`src/rtl/aq_gemac_link_ctrl.sv`:
```
// -----------------------------------------------------------------------------
// aq_gemac_link_ctrl
// Bring-up and link sequencer sitting between system logic and aq_gemac_ipctrl.
// Holds the PHY in reset, lets it settle, then writes BMCR to restart
// auto-negotiation. After that it periodically reads BMSR/ANLPAR to resolve
// link, speed and duplex. A parallel ARP sequencer requests the peer MAC on
// every link-up and gates PEER_ENABLE.
//
// Ports
//   CLK, RST_N          : clock, synchronous active-low reset
//   EMAC_RST            : PHY reset, active high
//   MIIM_REQUEST/WRITE  : one-cycle MIIM request and its direction
//   MIIM_PHY_ADDRESS    : fixed PHY address
//   MIIM_REG_ADDRESS    : register index, held from request to completion
//   MIIM_WDATA          : write data, held from request to completion
//   MIIM_RDATA/BUSY     : read data and busy flag from the MIIM engine
//   ARPC_REQUEST        : ARP cache request
//   ARPC_ENABLE/VALID   : ARP resolved / peer already cached
//   LINK_UP, SPEED_100, FULL_DUPLEX : resolved link state
//   PEER_ENABLE         : peer MAC usable
//   MIIM_ERROR          : sticky MIIM timeout flag
// -----------------------------------------------------------------------------
module aq_gemac_link_ctrl #(
  parameter logic [3:0]  PHY_ADDR     = 4'd1,
  parameter int unsigned RST_CYCLES   = 32'd1000000,
  parameter int unsigned POLL_CYCLES  = 32'd10000000,
  parameter int unsigned MIIM_TIMEOUT = 32'd4096,
  parameter int unsigned ARP_TIMEOUT  = 32'd50000000
) (
  input  logic        CLK,
  input  logic        RST_N,
  output logic        EMAC_RST,
  output logic        MIIM_REQUEST,
  output logic        MIIM_WRITE,
  output logic [3:0]  MIIM_PHY_ADDRESS,
  output logic [3:0]  MIIM_REG_ADDRESS,
  output logic [15:0] MIIM_WDATA,
  input  logic [15:0] MIIM_RDATA,
  input  logic        MIIM_BUSY,
  output logic        ARPC_REQUEST,
  input  logic        ARPC_ENABLE,
  input  logic        ARPC_VALID,
  output logic        LINK_UP,
  output logic        SPEED_100,
  output logic        FULL_DUPLEX,
  output logic        PEER_ENABLE,
  output logic        MIIM_ERROR
);

  typedef enum logic [2:0] {
    S_PRST, S_SETTLE, S_WR_BMCR, S_POLL, S_RD_BMSR, S_RD_ANLPAR, S_MWAIT
  } state_t;

  typedef enum logic [1:0] {A_IDLE, A_REQ, A_DONE} arp_state_t;

  // Terminal counts: a state with terminal count N is left after exactly N cycles.
  localparam logic [31:0] L_RST_TC  = 32'(RST_CYCLES - 32'd1);
  localparam logic [31:0] L_POLL_TC = 32'(POLL_CYCLES - 32'd1);
  localparam logic [31:0] L_MIIM_TC = 32'(MIIM_TIMEOUT - 32'd1);
  localparam logic [31:0] L_ARP_TC  = 32'(ARP_TIMEOUT - 32'd1);

  state_t      r_state, w_state;
  arp_state_t  r_arp_state, w_arp_state;
  logic [31:0] r_cnt, w_cnt, r_arp_cnt, w_arp_cnt;
  logic        r_emac_rst, w_emac_rst;
  logic        r_req, w_req, r_write, w_write, r_seen, w_seen;
  logic [3:0]  r_reg, w_reg;
  logic [15:0] r_wdata, w_wdata;
  logic        r_link, w_link, r_link_d, r_spd, w_spd, r_fd, w_fd, r_err, w_err;
  logic        r_arpc_req, w_arpc_req, r_peer, w_peer, r_gap, w_gap;
  logic        w_unused;

  // Only the BMSR/ANLPAR ability bits matter; the rest of the read data is ignored.
  assign w_unused = ^{MIIM_RDATA[15:9], MIIM_RDATA[4:3], MIIM_RDATA[1:0]};

  // States that issue an MIIM request before handing over to S_MWAIT.
  function automatic logic f_is_issue(input state_t s);
    return (s == S_WR_BMCR) || (s == S_RD_BMSR) || (s == S_RD_ANLPAR);
  endfunction

  // Main sequencer: next state, counter, MIIM request fields and link results.
  always_comb begin
    w_state    = r_state;
    w_cnt      = r_cnt + 32'd1;
    w_emac_rst = r_emac_rst;
    w_req      = 1'b0;
    w_write    = r_write;
    w_reg      = r_reg;
    w_wdata    = r_wdata;
    w_seen     = r_seen;
    w_link     = r_link;
    w_spd      = r_spd;
    w_fd       = r_fd;
    w_err      = r_err;
    case (r_state)
      S_PRST: begin
        if (r_cnt == L_RST_TC) begin
          w_state    = S_SETTLE;
          w_emac_rst = 1'b0;
        end else begin
          w_emac_rst = 1'b1;
        end
      end
      S_SETTLE: begin
        if (r_cnt == L_RST_TC) begin
          w_state = S_WR_BMCR;
        end else begin
          w_state = S_SETTLE;
        end
      end
      S_POLL: begin
        if (r_cnt == L_POLL_TC) begin
          w_state = S_RD_BMSR;
        end else begin
          w_state = S_POLL;
        end
      end
      S_WR_BMCR, S_RD_BMSR, S_RD_ANLPAR: begin
        // The request is high for the one cycle spent here; BUSY may already
        // rise in that cycle, so it is carried into the wait state.
        if (r_req) begin
          w_state = S_MWAIT;
          w_seen  = MIIM_BUSY;
        end else begin
          w_seen  = 1'b0;
        end
      end
      S_MWAIT: begin
        if (r_seen && !MIIM_BUSY) begin
          w_state = S_POLL;
          case (r_reg)
            4'd1: begin
              // Link status and auto-negotiation complete must both be set.
              if (MIIM_RDATA[2] && MIIM_RDATA[5]) begin
                w_state = S_RD_ANLPAR;
              end else begin
                w_link  = 1'b0;
              end
            end
            4'd5: begin
              w_link = 1'b1;
              if (MIIM_RDATA[8]) begin
                {w_spd, w_fd} = 2'b11;
              end else if (MIIM_RDATA[7]) begin
                {w_spd, w_fd} = 2'b10;
              end else if (MIIM_RDATA[6]) begin
                {w_spd, w_fd} = 2'b01;
              end else begin
                {w_spd, w_fd} = 2'b00;
              end
            end
            default: w_state = S_POLL;
          endcase
        end else if (r_cnt == L_MIIM_TC) begin
          w_err   = 1'b1;
          w_link  = 1'b0;
          w_state = S_POLL;
        end else begin
          w_seen  = r_seen | MIIM_BUSY;
        end
      end
      default: begin
        w_state    = S_PRST;
        w_emac_rst = 1'b1;
      end
    endcase
    // Raise the request as the issue state is entered (or later, once BUSY is low).
    if (f_is_issue(w_state) && !r_req && !MIIM_BUSY) begin
      w_req = 1'b1;
      case (w_state)
        S_WR_BMCR: begin
          w_write = 1'b1;
          w_reg   = 4'd0;
          w_wdata = 16'h1200;
        end
        S_RD_BMSR: begin
          w_write = 1'b0;
          w_reg   = 4'd1;
          w_wdata = 16'h0000;
        end
        default: begin
          w_write = 1'b0;
          w_reg   = 4'd5;
          w_wdata = 16'h0000;
        end
      endcase
    end else begin
      w_req = 1'b0;
    end
    if (w_state != r_state) begin
      w_cnt = 32'd0;
    end else begin
      w_cnt = r_cnt + 32'd1;
    end
  end

  // ARP sequencer: request on link rise, retry on timeout, drop on link loss.
  always_comb begin
    w_arp_state = r_arp_state;
    w_arp_cnt   = r_arp_cnt + 32'd1;
    w_arpc_req  = r_arpc_req;
    w_peer      = r_peer;
    w_gap       = r_gap;
    case (r_arp_state)
      A_IDLE: begin
        w_arp_cnt = 32'd0;
        w_gap     = 1'b0;
        if (r_link && !r_link_d) begin
          if (ARPC_VALID) begin
            w_peer      = 1'b1;
            w_arp_state = A_DONE;
          end else begin
            w_arpc_req  = 1'b1;
            w_arp_state = A_REQ;
          end
        end else begin
          w_arpc_req = 1'b0;
          w_peer     = 1'b0;
        end
      end
      A_REQ: begin
        if (!r_link) begin
          w_arpc_req  = 1'b0;
          w_peer      = 1'b0;
          w_arp_state = A_IDLE;
        end else if (ARPC_ENABLE) begin
          w_arpc_req  = 1'b0;
          w_peer      = 1'b1;
          w_arp_state = A_DONE;
        end else if (r_gap) begin
          // One-cycle low gap is over: reassert and restart the hold timer.
          w_arpc_req = 1'b1;
          w_gap      = 1'b0;
          w_arp_cnt  = 32'd0;
        end else if (r_arp_cnt == L_ARP_TC) begin
          w_arpc_req = 1'b0;
          w_gap      = 1'b1;
          w_arp_cnt  = 32'd0;
        end else begin
          w_arpc_req = 1'b1;
        end
      end
      A_DONE: begin
        if (!r_link) begin
          w_peer      = 1'b0;
          w_arp_state = A_IDLE;
        end else begin
          w_peer      = 1'b1;
        end
      end
      default: begin
        w_arpc_req  = 1'b0;
        w_peer      = 1'b0;
        w_arp_state = A_IDLE;
      end
    endcase
  end

  // State and output registers with synchronous active-low reset.
  always_ff @(posedge CLK) begin
    if (!RST_N) begin
      r_state     <= S_PRST;
      r_cnt       <= 32'd0;
      r_emac_rst  <= 1'b1;
      r_req       <= 1'b0;
      r_write     <= 1'b0;
      r_reg       <= 4'd0;
      r_wdata     <= 16'h0000;
      r_seen      <= 1'b0;
      r_link      <= 1'b0;
      r_link_d    <= 1'b0;
      r_spd       <= 1'b0;
      r_fd        <= 1'b0;
      r_err       <= 1'b0;
      r_arp_state <= A_IDLE;
      r_arp_cnt   <= 32'd0;
      r_arpc_req  <= 1'b0;
      r_peer      <= 1'b0;
      r_gap       <= 1'b0;
    end else begin
      r_state     <= w_state;
      r_cnt       <= w_cnt;
      r_emac_rst  <= w_emac_rst;
      r_req       <= w_req;
      r_write     <= w_write;
      r_reg       <= w_reg;
      r_wdata     <= w_wdata;
      r_seen      <= w_seen;
      r_link      <= w_link;
      r_link_d    <= r_link;
      r_spd       <= w_spd;
      r_fd        <= w_fd;
      r_err       <= w_err;
      r_arp_state <= w_arp_state;
      r_arp_cnt   <= w_arp_cnt;
      r_arpc_req  <= w_arpc_req;
      r_peer      <= w_peer;
      r_gap       <= w_gap;
    end
  end

  assign EMAC_RST         = r_emac_rst;
  assign MIIM_REQUEST     = r_req;
  assign MIIM_WRITE       = r_write;
  assign MIIM_PHY_ADDRESS = PHY_ADDR;
  assign MIIM_REG_ADDRESS = r_reg;
  assign MIIM_WDATA       = r_wdata;
  assign ARPC_REQUEST     = r_arpc_req;
  assign LINK_UP          = r_link;
  assign SPEED_100        = r_spd;
  assign FULL_DUPLEX      = r_fd;
  assign PEER_ENABLE      = r_peer;
  assign MIIM_ERROR       = r_err;

endmodule

```
`config.mk`:
```
export PLATFORM = sky130hd
export DESIGN_NAME = aq_gemac_link_ctrl
export DESIGN_NICKNAME = d
export VERILOG_FILES = /design/src/rtl/aq_gemac_link_ctrl.sv
export SDC_FILE = /design/constraint.sdc
export NUM_CORES = 1
export LEC_CHECK = 0
export BUFFER_PORTS_ARGS = -buffer_cell sky130_fd_sc_hd__buf_4
export CAP_MARGIN = 20
export CORE_MARGIN = 2
export CORE_UTILIZATION = 35
export CTS_CLUSTER_SIZE = 30
export DETAILED_ROUTE_END_ITERATION = 7
export HOLD_SLACK_MARGIN = 0.1
export PLACE_DENSITY = 0.64
export SETUP_SLACK_MARGIN = 0.15
export SLEW_MARGIN = 20
export SYNTH_ARGS = -nofsm -noshare
export SYNTH_HDL_FRONTEND = slang
export SYNTH_SLANG_ARGS = --single-unit
```
`constraint.sdc`:
```
create_clock -name CLK -period 3.09 [get_ports CLK]
set_input_delay 0.618 -clock CLK [delete_from_list [all_inputs] [get_ports CLK]]
set_output_delay 0.618 -clock CLK [all_outputs]
set_load 0.005 [all_outputs]
```
Yosys cells after proc, flatten, opt, wreduce, memory -nomap -nowiden
Cells that the tools add are included.
- bits in registers: 101
- bits in latches: 0
- RAM bits: 0
- memory bits (read-only): 0
- input port bits: 21
- output and inout port bits: 33
- word-level logic and storage cells: 136
- memories: 0
- add/subtract/negate cells: 2
- multiply operators: 0
- div/mod/pow operators: 0
- $lt $le $gt $ge: 0
- equality and inequality tests: 29
- shifts and indexed selects: 0
- mux-type cells: 57
- bitwise logic cells: 4
- reductions and logical operators: 26
- operator list (operator ; count):
    two-way mux 32 bit ; 4
    adder 32 x 1 -> 32 bit, second input constant ; 2
    case mux 32 bit (2 select lines) ; 1
    == test 32 x 12 -> 1 bit, second input constant ; 1
    == test 32 x 20 -> 1 bit, second input constant ; 1
    == test 32 x 24 -> 1 bit, second input constant ; 1
    == test 32 x 26 -> 1 bit, second input constant ; 1
    two-way mux 1 bit ; 29
    two-way mux 3 bit ; 7
    == test 3 bit, second input constant ; 5
    case mux 3 bit (5 select lines) ; 1
    AND reduction 3 bit ; 5
    two-way mux 13 bit ; 1
    two-way mux 2 bit ; 6
    inequality test 2 bit, second input constant ; 6
    inequality test 3 bit, second input constant ; 4
    == test 3 x 2 -> 1 bit, second input constant ; 3
    case mux 1 bit (2 select lines) ; 4
    case mux 1 bit (3 select lines) ; 2
    case mux 2 bit (3 select lines) ; 1
    case mux 3 bit (2 select lines) ; 1
    nonzero test 2 bit ; 3
    OR reduction 6 bit ; 1
    logical AND 1 bit ; 5
    other kinds (17) ; 23

Longest topological paths before layout
Gate-level depths: netlist of run 1.
- depth after elaboration: 11
- depth in mapped cells: 9
- gate-level depth less buffers: 8

Least setup slack after synthesis of run 1
No wires, ideal clock.
- path type: register -> register
- from: reg r_cnt[7]
- to: reg r_wdata[9], in the netlist MIIM_WDATA[9]
- setup time: 0.086 ns
- arrival: 2.788 ns
- data required time: 3.004 ns
- path slack: 0.215 ns
- cell stages (with the launch flop): 8
- path buffers: 0
- period minus slack after synthesis: 2.875 ns
- path through: dfxtp_1 > or4b_2 > nor3_2 > and4_1 > mux2_2 > or3_4 > or3_1 > a221oi_2
- cells in the longest elaborated chain, start to end: 9
- elaborated cells on any way between the ends: 17
- those cells by class: eq/ne (6); mux (7); reduce/logical (4)
- RTL lines (item ; RTL line ; source):
    start: declaration ; 64 ; logic [31:0] r_cnt, w_cnt, r_arp_cnt, w_arp_cnt;
    start signal: assignment ; 282 ; r_cnt <= w_cnt;
    == test 32 x 12 -> 1 bit ; 154 ; end else if (r_cnt == L_MIIM_TC) begin
    two-way mux 3 bit ; 154 ;
    two-way mux 3 bit ; 129 ; if (r_seen && !MIIM_BUSY) begin
    case mux 3 bit (5 select lines) (*) ; 95 ; case (r_state)
    == test 3 x 2 -> 1 bit or == test 3 bit (tied branches) ; 78, 170 ;
    logical OR 1 bit (2 in a row) ; 78 ; return (s == S_WR_BMCR) || (s == S_RD_BMSR) || (s == S_RD_ANLPAR);
    logical AND 1 bit (2 in a row) ; 168 ; if (f_is_issue(w_state) && !r_req && !MIIM_BUSY) begin
    end signal: assignment ; 287 ; r_wdata <= w_wdata;
    end: declaration ; 68 ; logic [15:0] r_wdata, w_wdata;
Mark *: on every way between the ends. The rest lies on a longest branch, timed or not.
A chain may end at the register's enable or synchronous reset.

Worst setup path after layout of run 1
- from: reg r_cnt[28]
- to: reg r_wdata[9], in the netlist MIIM_WDATA[9]
Same word-level chain as after synthesis.

==> results.py, run 1 <==
metrics = {
    "floorplanning": {
        "fp.dieH_um": 112,
        "die-area_mm2": 0.0126,
        "rows": 39,
        "initial_core_util": 0.359,
        "die_x_um": 112,
        "core_area_mm2": 0.0114,
        "pin_count": 54,
    },
    "timing": {
        "slew_violations": 0,
        "worst_slew_pin_slew_ns": 0.705,
        "setup_viol": 0,
        "fmax_mhz": 349,
        "fin_tns_setup_ns": 0,
        "holdWs_ns": 0.449,
        "period_minus_slack_ns": 2.86,
        "finalHoldViolations": 0,
        "maxSlewHeadroom": 0.526,
        "finalCritPeriodShare": 0.926,
        "fin_skew_ns": 0.0125,
        "rsz0062_at_grt": "false",
        "finalWorstSetupSlack_ns": 0.228,
    },
    "hold_path": {
        "hold_depth": 1,
        "min_from": "r_cnt[0]",
        "hold_end": "r_cnt[0]",
        "hold_path.class": "flip-flop to flip-flop",
    },
    "place": {
        "placed_cell_area_mm2": 0.00439,
        "pre_cts_slack_ns": 0.0673,
        "gp_congestion": 0.807,
        "portBuffers": 22,
        "hpwl_mm": 5.65,
    },
    "logic_synthesis": {
        "netlist_instances": 494,
        "yosysUniqueCellTypes": 53,
        "ys.warnings.count": 0,
        "synth_edf_count": 0,
        "synth_top_area_share": 0.405,
        "async_flop_share": 0,
        "synth_seq_cells": 83,
        "seq_area_frac_synth": 0.405,
        "synth-main-ff-cell": "dfxtp_1",
        "yosysTopAreaCell": "dfxtp_1",
        "netlist_top_cells_area": "dfxtp_1 41%, nor2_1 9.7%, xor2_1 7.0%",
        "syn_avg_cell_area_um2": 8.30,
        "synth_area_mm2": 0.00410,
    },
    "layout": {
        "areaGrowthSynthToFinish_pct": 16.0,
        "antennaDiodeCount": 0,
        "drive_gt1_frac": 0.117,
        "design_area_mm2": 0.00475,
        "n_fill_cell": 1132,
        "final_nets": 550,
    },
    "cts": {
        "h-tree-depth": 3,
        "clock_latency_ns": 0.34,
        "holdBufCountCts": 0,
        "cts-root-buf": "clkbuf_16",
        "cts_tree": "done",
        "clock-sinks": 83,
        "path_clk_slew_ns": 0.07,
        "cts.path.max_buffers": 2,
        "cts_made_buffers": 9,
    },
    "run": {
        "drv_cap": 0,
    },
    "critical_path": {
        "rr_endpoint": "MIIM_WDATA[9]",
        "required_ns": 3.35,
        "r2r_slack_ns": 0.23,
        "start_kind": "flip-flop",
        "reg2reg_depth": 7,
        "crit_type": "flip-flop to flip-flop",
        "arrival_ns": 3.12,
        "reg2reg_from": "r_cnt[28]",
        "critPathMaxFanout": 6,
        "end_kind": "flip-flop",
    },
    "drt": {
        "first_iter_violations": 191,
        "dr.pass1.iters": 4,
        "avgViaCountPerCell": 5.01,
        "wl_per_cell_um": 11.8,
        "drc_errors": 0,
        "ant_nets": 0,
        "vias": 3362,
        "drt-total-wl_mm": 7.94,
    },
    "global_route": {
        "antenna_found_initial": 0,
        "grt_usage": 0.132,
        "grt_start_max_net_pins": 33,
        "grt_pass1_wl_mm": 13.8,
        "grt_pass1_vias": 3100,
        "grt_overflow": 0,
    },
    "power_and_ir_drop": {
        "power_density_mw_per_mm2": 530,
        "vdd_ir_drop_max_mv": 0.368,
        "leakage_nw": 1.79,
    },
    "status": {
        "outcome": "finished clean",
    },
}
area by class of cell:
cell class	count	area, um2	share of cell area
repair buffers	34	268	0.0563
inverters	17	63.8	0.0134
clock buffers	9	225	0.0474
well taps	143	179	0.0376
multi-input cells	378	2250	0.473
flip-flops and latches	83	1660	0.349
clock inverters	7	110	0.0232
flip-flops by register name, summed over array words and instances, names as in the netlist, 2 cells and up:
signal,flops
r_arp_cnt,32
MIIM_REG_ADDRESS,2
r_arp_state,2
r_cnt,32
r_state,3
cell usage in the layout (no fill, tap or decap), types with 8 or more instances in the layout:
cell,Yosys,layout
nor3_1,15,15
a21oi_1,8,8
nand3_1,27,27
inv_1,17,17
dfxtp_1,83,83
buf_4,22,33
xnor2_1,26,26
clkbuf_16,0,9
and3_1,13,13
nand4_1,18,18
nor2_1,106,106
conb_1,2,20
nand2_1,28,28
xor2_1,33,33
per-layer routing:
layer,global-route usage,routed length [um]
met5,0,0
met4,0.0675,177
met3,0.0248,300
met2,0.210,3630
met1,0.172,3830
stage by stage:
stage | util | std cells | power, mW
6_report | 0.416 | 671 | 2.52
5_1_grt | 0.416 | 671 | 2.62
4_1_cts | 0.416 | 670 | 2.55
3_5_place_dp | 0.385 | 653 | 1.36
3_3_place_gp | 0.385 | 653 | 1.35
2_1_floorplan | - | 512 | 1.32
critical path, cell delays in order (launching register included):
cell and delay [ns]:
dfxtp_1 0.34, or4_1 0.60, nor3_1 0.19, and4_4 0.26, mux2_2 0.33, or3_4 0.40, or3_1 0.39, a221oi_2 0.26
report_power, final:
group	total [mW]	internal, mW	switching (mW)
clock network	1.18	0.721	0.458
registers	1.11	1.09	0.0201
logic	0.226	0.0773	0.148
worst max-delay path by stage:
| stage | from | end | slack, ns |
|---|---|---|---|
| floorplan | r_cnt[7] | MIIM_WDATA[9] | 0.22 |
| global placement | r_cnt[7] | MIIM_WDATA[9] | 0.11 |
| detailed placement | r_cnt[7] | MIIM_WDATA[9] | 0.07 |
| CTS | r_cnt[28] | MIIM_WDATA[9] | 0.22 |
| global route | r_cnt[28] | MIIM_WDATA[9] | 0.15 |
| finish | r_cnt[28] | MIIM_WDATA[9] | 0.23 |
kinds of logic (layout without fill, tap and decap cells):
family | Yosys count | after routing | synth area share
AND/OR/NAND/NOR | 245 | 245 | 0.295
flip-flops | 83 | 83 | 0.405
XOR/XNOR | 59 | 59 | 0.126
buffers and inverters | 51 | 67 | 0.0677
AO/OA/AOI/OAI | 45 | 45 | 0.0784
adder cells (fa/ha/maj) | 6 | 6 | 0.0183
multiplexers | 3 | 3 | 0.00763
other | 2 | 20 | 0.00183
cell usage after synthesis, types with 3 or more instances:
master    instances
ha_1              6
dfxtp_1          83
o21ai_0           6
nand3_1          27
buf_4            22
nor2_1          106
nand2_1          28
and2_1            4
nand4_1          18
xor2_1           33
and3_1           13
a311oi_1          3
nor3_1           15
a211oi_1          4
buf_2             3
clkbuf_1          9
nand2b_1          5
a21oi_1           8
and4_1            5
nor4_1            5
or4_1             5
inv_1            17
o21a_1            3
a31oi_1           5
xnor2_1          26
timing repair:
action                                 in CTS  in global routing
pin swaps                                   1                  1
endpoints found under the hold margin       0                  0
setup endpoints to repair                   1                  1
gates resized for setup                     4                  0
buffers inserted                            1                  1
Power figures use the tool's default switching activity.
==> run 2: changes to the inputs <==
CTS_BUF_LIST = sky130_fd_sc_hd__clkbuf_2   (was default)
SLEW_MARGIN = 25   (was 20)
==> run 2 against run 1 <==
Against the previous run: total power down 19%; fmax about the same; die area unchanged; global-route usage down 0.19 points; largest cell class unchanged; highest routed layer unchanged.
==> results.py, run 2 (same netlist as run 1, synthesis figures left out) <==
metrics = {
    "cts": {
        "clock-sinks": 83,
        "h-tree-depth": 3,
        "path_clk_slew_ns": 0.30,
        "cts.path.max_buffers": 2,
        "cts_made_buffers": 9,
        "cts-root-buf": "clkbuf_2",
        "clock_latency_ns": 0.57,
        "holdBufCountCts": 0,
        "cts_tree": "done",
    },
    "place": {
        "portBuffers": 22,
        "gp_congestion": 0.807,
        "pre_cts_slack_ns": 0.0673,
        "hpwl_mm": 5.65,
        "place_inst": 653,
    },
    "layout": {
        "n_fill_cell": 1159,
        "layout_commonest_cell": "nor2_1",
        "instances_no_fill": 673,
        "most-common-layout-cells": "106 x nor2_1, 80 x dfxtp_1, 34 x buf_4",
        "areaGrowthSynthToFinish_pct": 11.9,
        "largest_registers": "r_arp_cnt (32), r_cnt (32), r_state (3)",
        "drive_gt1_frac": 0.125,
        "final_nets": 551,
    },
    "global_route": {
        "antenna_found_initial": 1,
        "grt_pass1_vias": 3073,
        "grt_usage": 0.130,
        "grt_pass1_wl_mm": 13.7,
        "grt_start_max_net_pins": 33,
        "grt_overflow": 0,
    },
    "drt": {
        "avgViaCountPerCell": 5.01,
        "drc_errors": 0,
        "ant_nets": 0,
        "vias": 3372,
        "drt-total-wl_mm": 7.88,
        "wl_per_cell_um": 11.7,
        "dr.pass1.iters": 4,
        "first_iter_violations": 178,
    },
    "hold_path": {
        "hold_path.class": "input pin to flip-flop",
        "min_from": "RST_N",
    },
    "status": {
        "outcome": "finished clean",
    },
    "timing": {
        "finalWorstSetupSlack_ns": 0.231,
        "fmax_mhz": 350,
        "fin_tns_setup_ns": 0,
        "maxSlewHeadroom": 0.534,
        "finalCritPeriodShare": 0.925,
        "fin_skew_ns": 0.0627,
        "setup_viol": 0,
        "slew_violations": 0,
        "period_minus_slack_ns": 2.86,
        "finalHoldViolations": 0,
        "rsz0062_at_grt": "false",
        "worst_slew_pin_slew_ns": 0.693,
    },
    "floorplanning": {
        "fp.dieH_um": 112,
        "rows": 39,
        "die_x_um": 112,
        "core_area_mm2": 0.0114,
        "pin_count": 54,
        "die-area_mm2": 0.0126,
        "initial_core_util": 0.359,
    },
    "critical_path": {
        "critPathMaxFanout": 6,
        "crit_type": "flip-flop to flip-flop",
        "end_kind": "flip-flop",
        "cp.buffers_inverters": 0,
        "start_kind": "flip-flop",
        "arrival_ns": 3.35,
        "path_delay_family": "simple AND/OR/NAND/NOR gates",
        "cpPeakStageDelay_ns": 0.54,
        "reg2reg_from": "r_cnt[7]",
        "worstPathCellList": "or4b_4 -> nor3_4 -> and4_4 -> mux2_2 -> or3_4 -> or3_1 -> a221oi_2",
        "required_ns": 3.58,
        "critPathLaunch": "r_cnt[7]",
        "slowest_stage": "or4b_4",
    },
    "power_and_ir_drop": {
        "power_density_mw_per_mm2": 444,
        "vdd_ir_drop_max_mv": 0.361,
        "leakage_nw": 1.72,
    },
    "run": {
        "drv_cap": 0,
    },
}
==> run 2: changes by cell type in the layout (fill, tap and decap cells not counted), sizes merged <==
cell   previous run  this run
buf              34        35
diode             0         1
==> run 2: path summary, 6_finish.rpt <==
path	end	slack, ns	depth (start not counted)
max	MIIM_WDATA[9]	0.23	7
min	r_arp_cnt[6]	0.33	3
max reg2reg	MIIM_WDATA[9]	0.23	7
min reg2reg	r_cnt[0]	0.47	1
==> run 2: metrics by stage <==
stage | instance area, um2 | util | hold slack (ns) | total power [mW]
after global routing | 4590 | 0.402 | 0.297 | 2.13
after global placement | 4390 | 0.385 | 0.426 | 1.35
final | 4590 | 0.402 | 0.335 | 2.04
after detailed placement | 4390 | 0.385 | 0.440 | 1.36
after CTS | 4580 | 0.401 | 0.294 | 2.06
after floorplan | 4170 | - | 0.413 | 1.32
==> run 2: cell type report <==
type | count | area, um2 | area share
multi-input cells | 378 | 2250 | 0.490
flip-flops and latches | 83 | 1670 | 0.363
clock buffers | 9 | 45.0 | 0.00982
clock inverters | 7 | 110 | 0.0240
repair buffers | 35 | 275 | 0.0600
well taps | 143 | 179 | 0.0390
inverters | 17 | 63.8 | 0.0139
diodes | 1 | 2.50 | 0.000545
==> run 2: repair_timing <==
item                       in CTS  in global routing
gates resized for setup         5                  2
pin swaps                       1                  1
gates cloned                    0                  0
setup buffers                   2                  1
setup endpoints to repair       1                  1
==> run 2: power by group <==
group	switching, mW	internal, mW	total [mW]
clock	0.412	0.281	0.693
sequential	0.0199	1.10	1.12
combinational	0.147	0.0772	0.225
total	0.579	1.46	2.04
==> run 2: worst register-to-register path: stages, from the launching register on <==
cell      delay, ns
dfxtp_2        0.38
or4b_4         0.54
nor3_4         0.23
and4_4         0.26
mux2_2         0.33
or3_4          0.40
or3_1          0.39
a221oi_2       0.26
==> run 2: layer usage <==
metal | part of all wire | vias to the layer above | track usage
li1 | - | 1716 | -
met1 | 0.49 | 1575 | 0.172
met2 | 0.45 | 68 | 0.207
met3 | 0.035 | 13 | 0.0232
met4 | 0.020 | 0 | 0.0626
met5 | 0 | - | 0
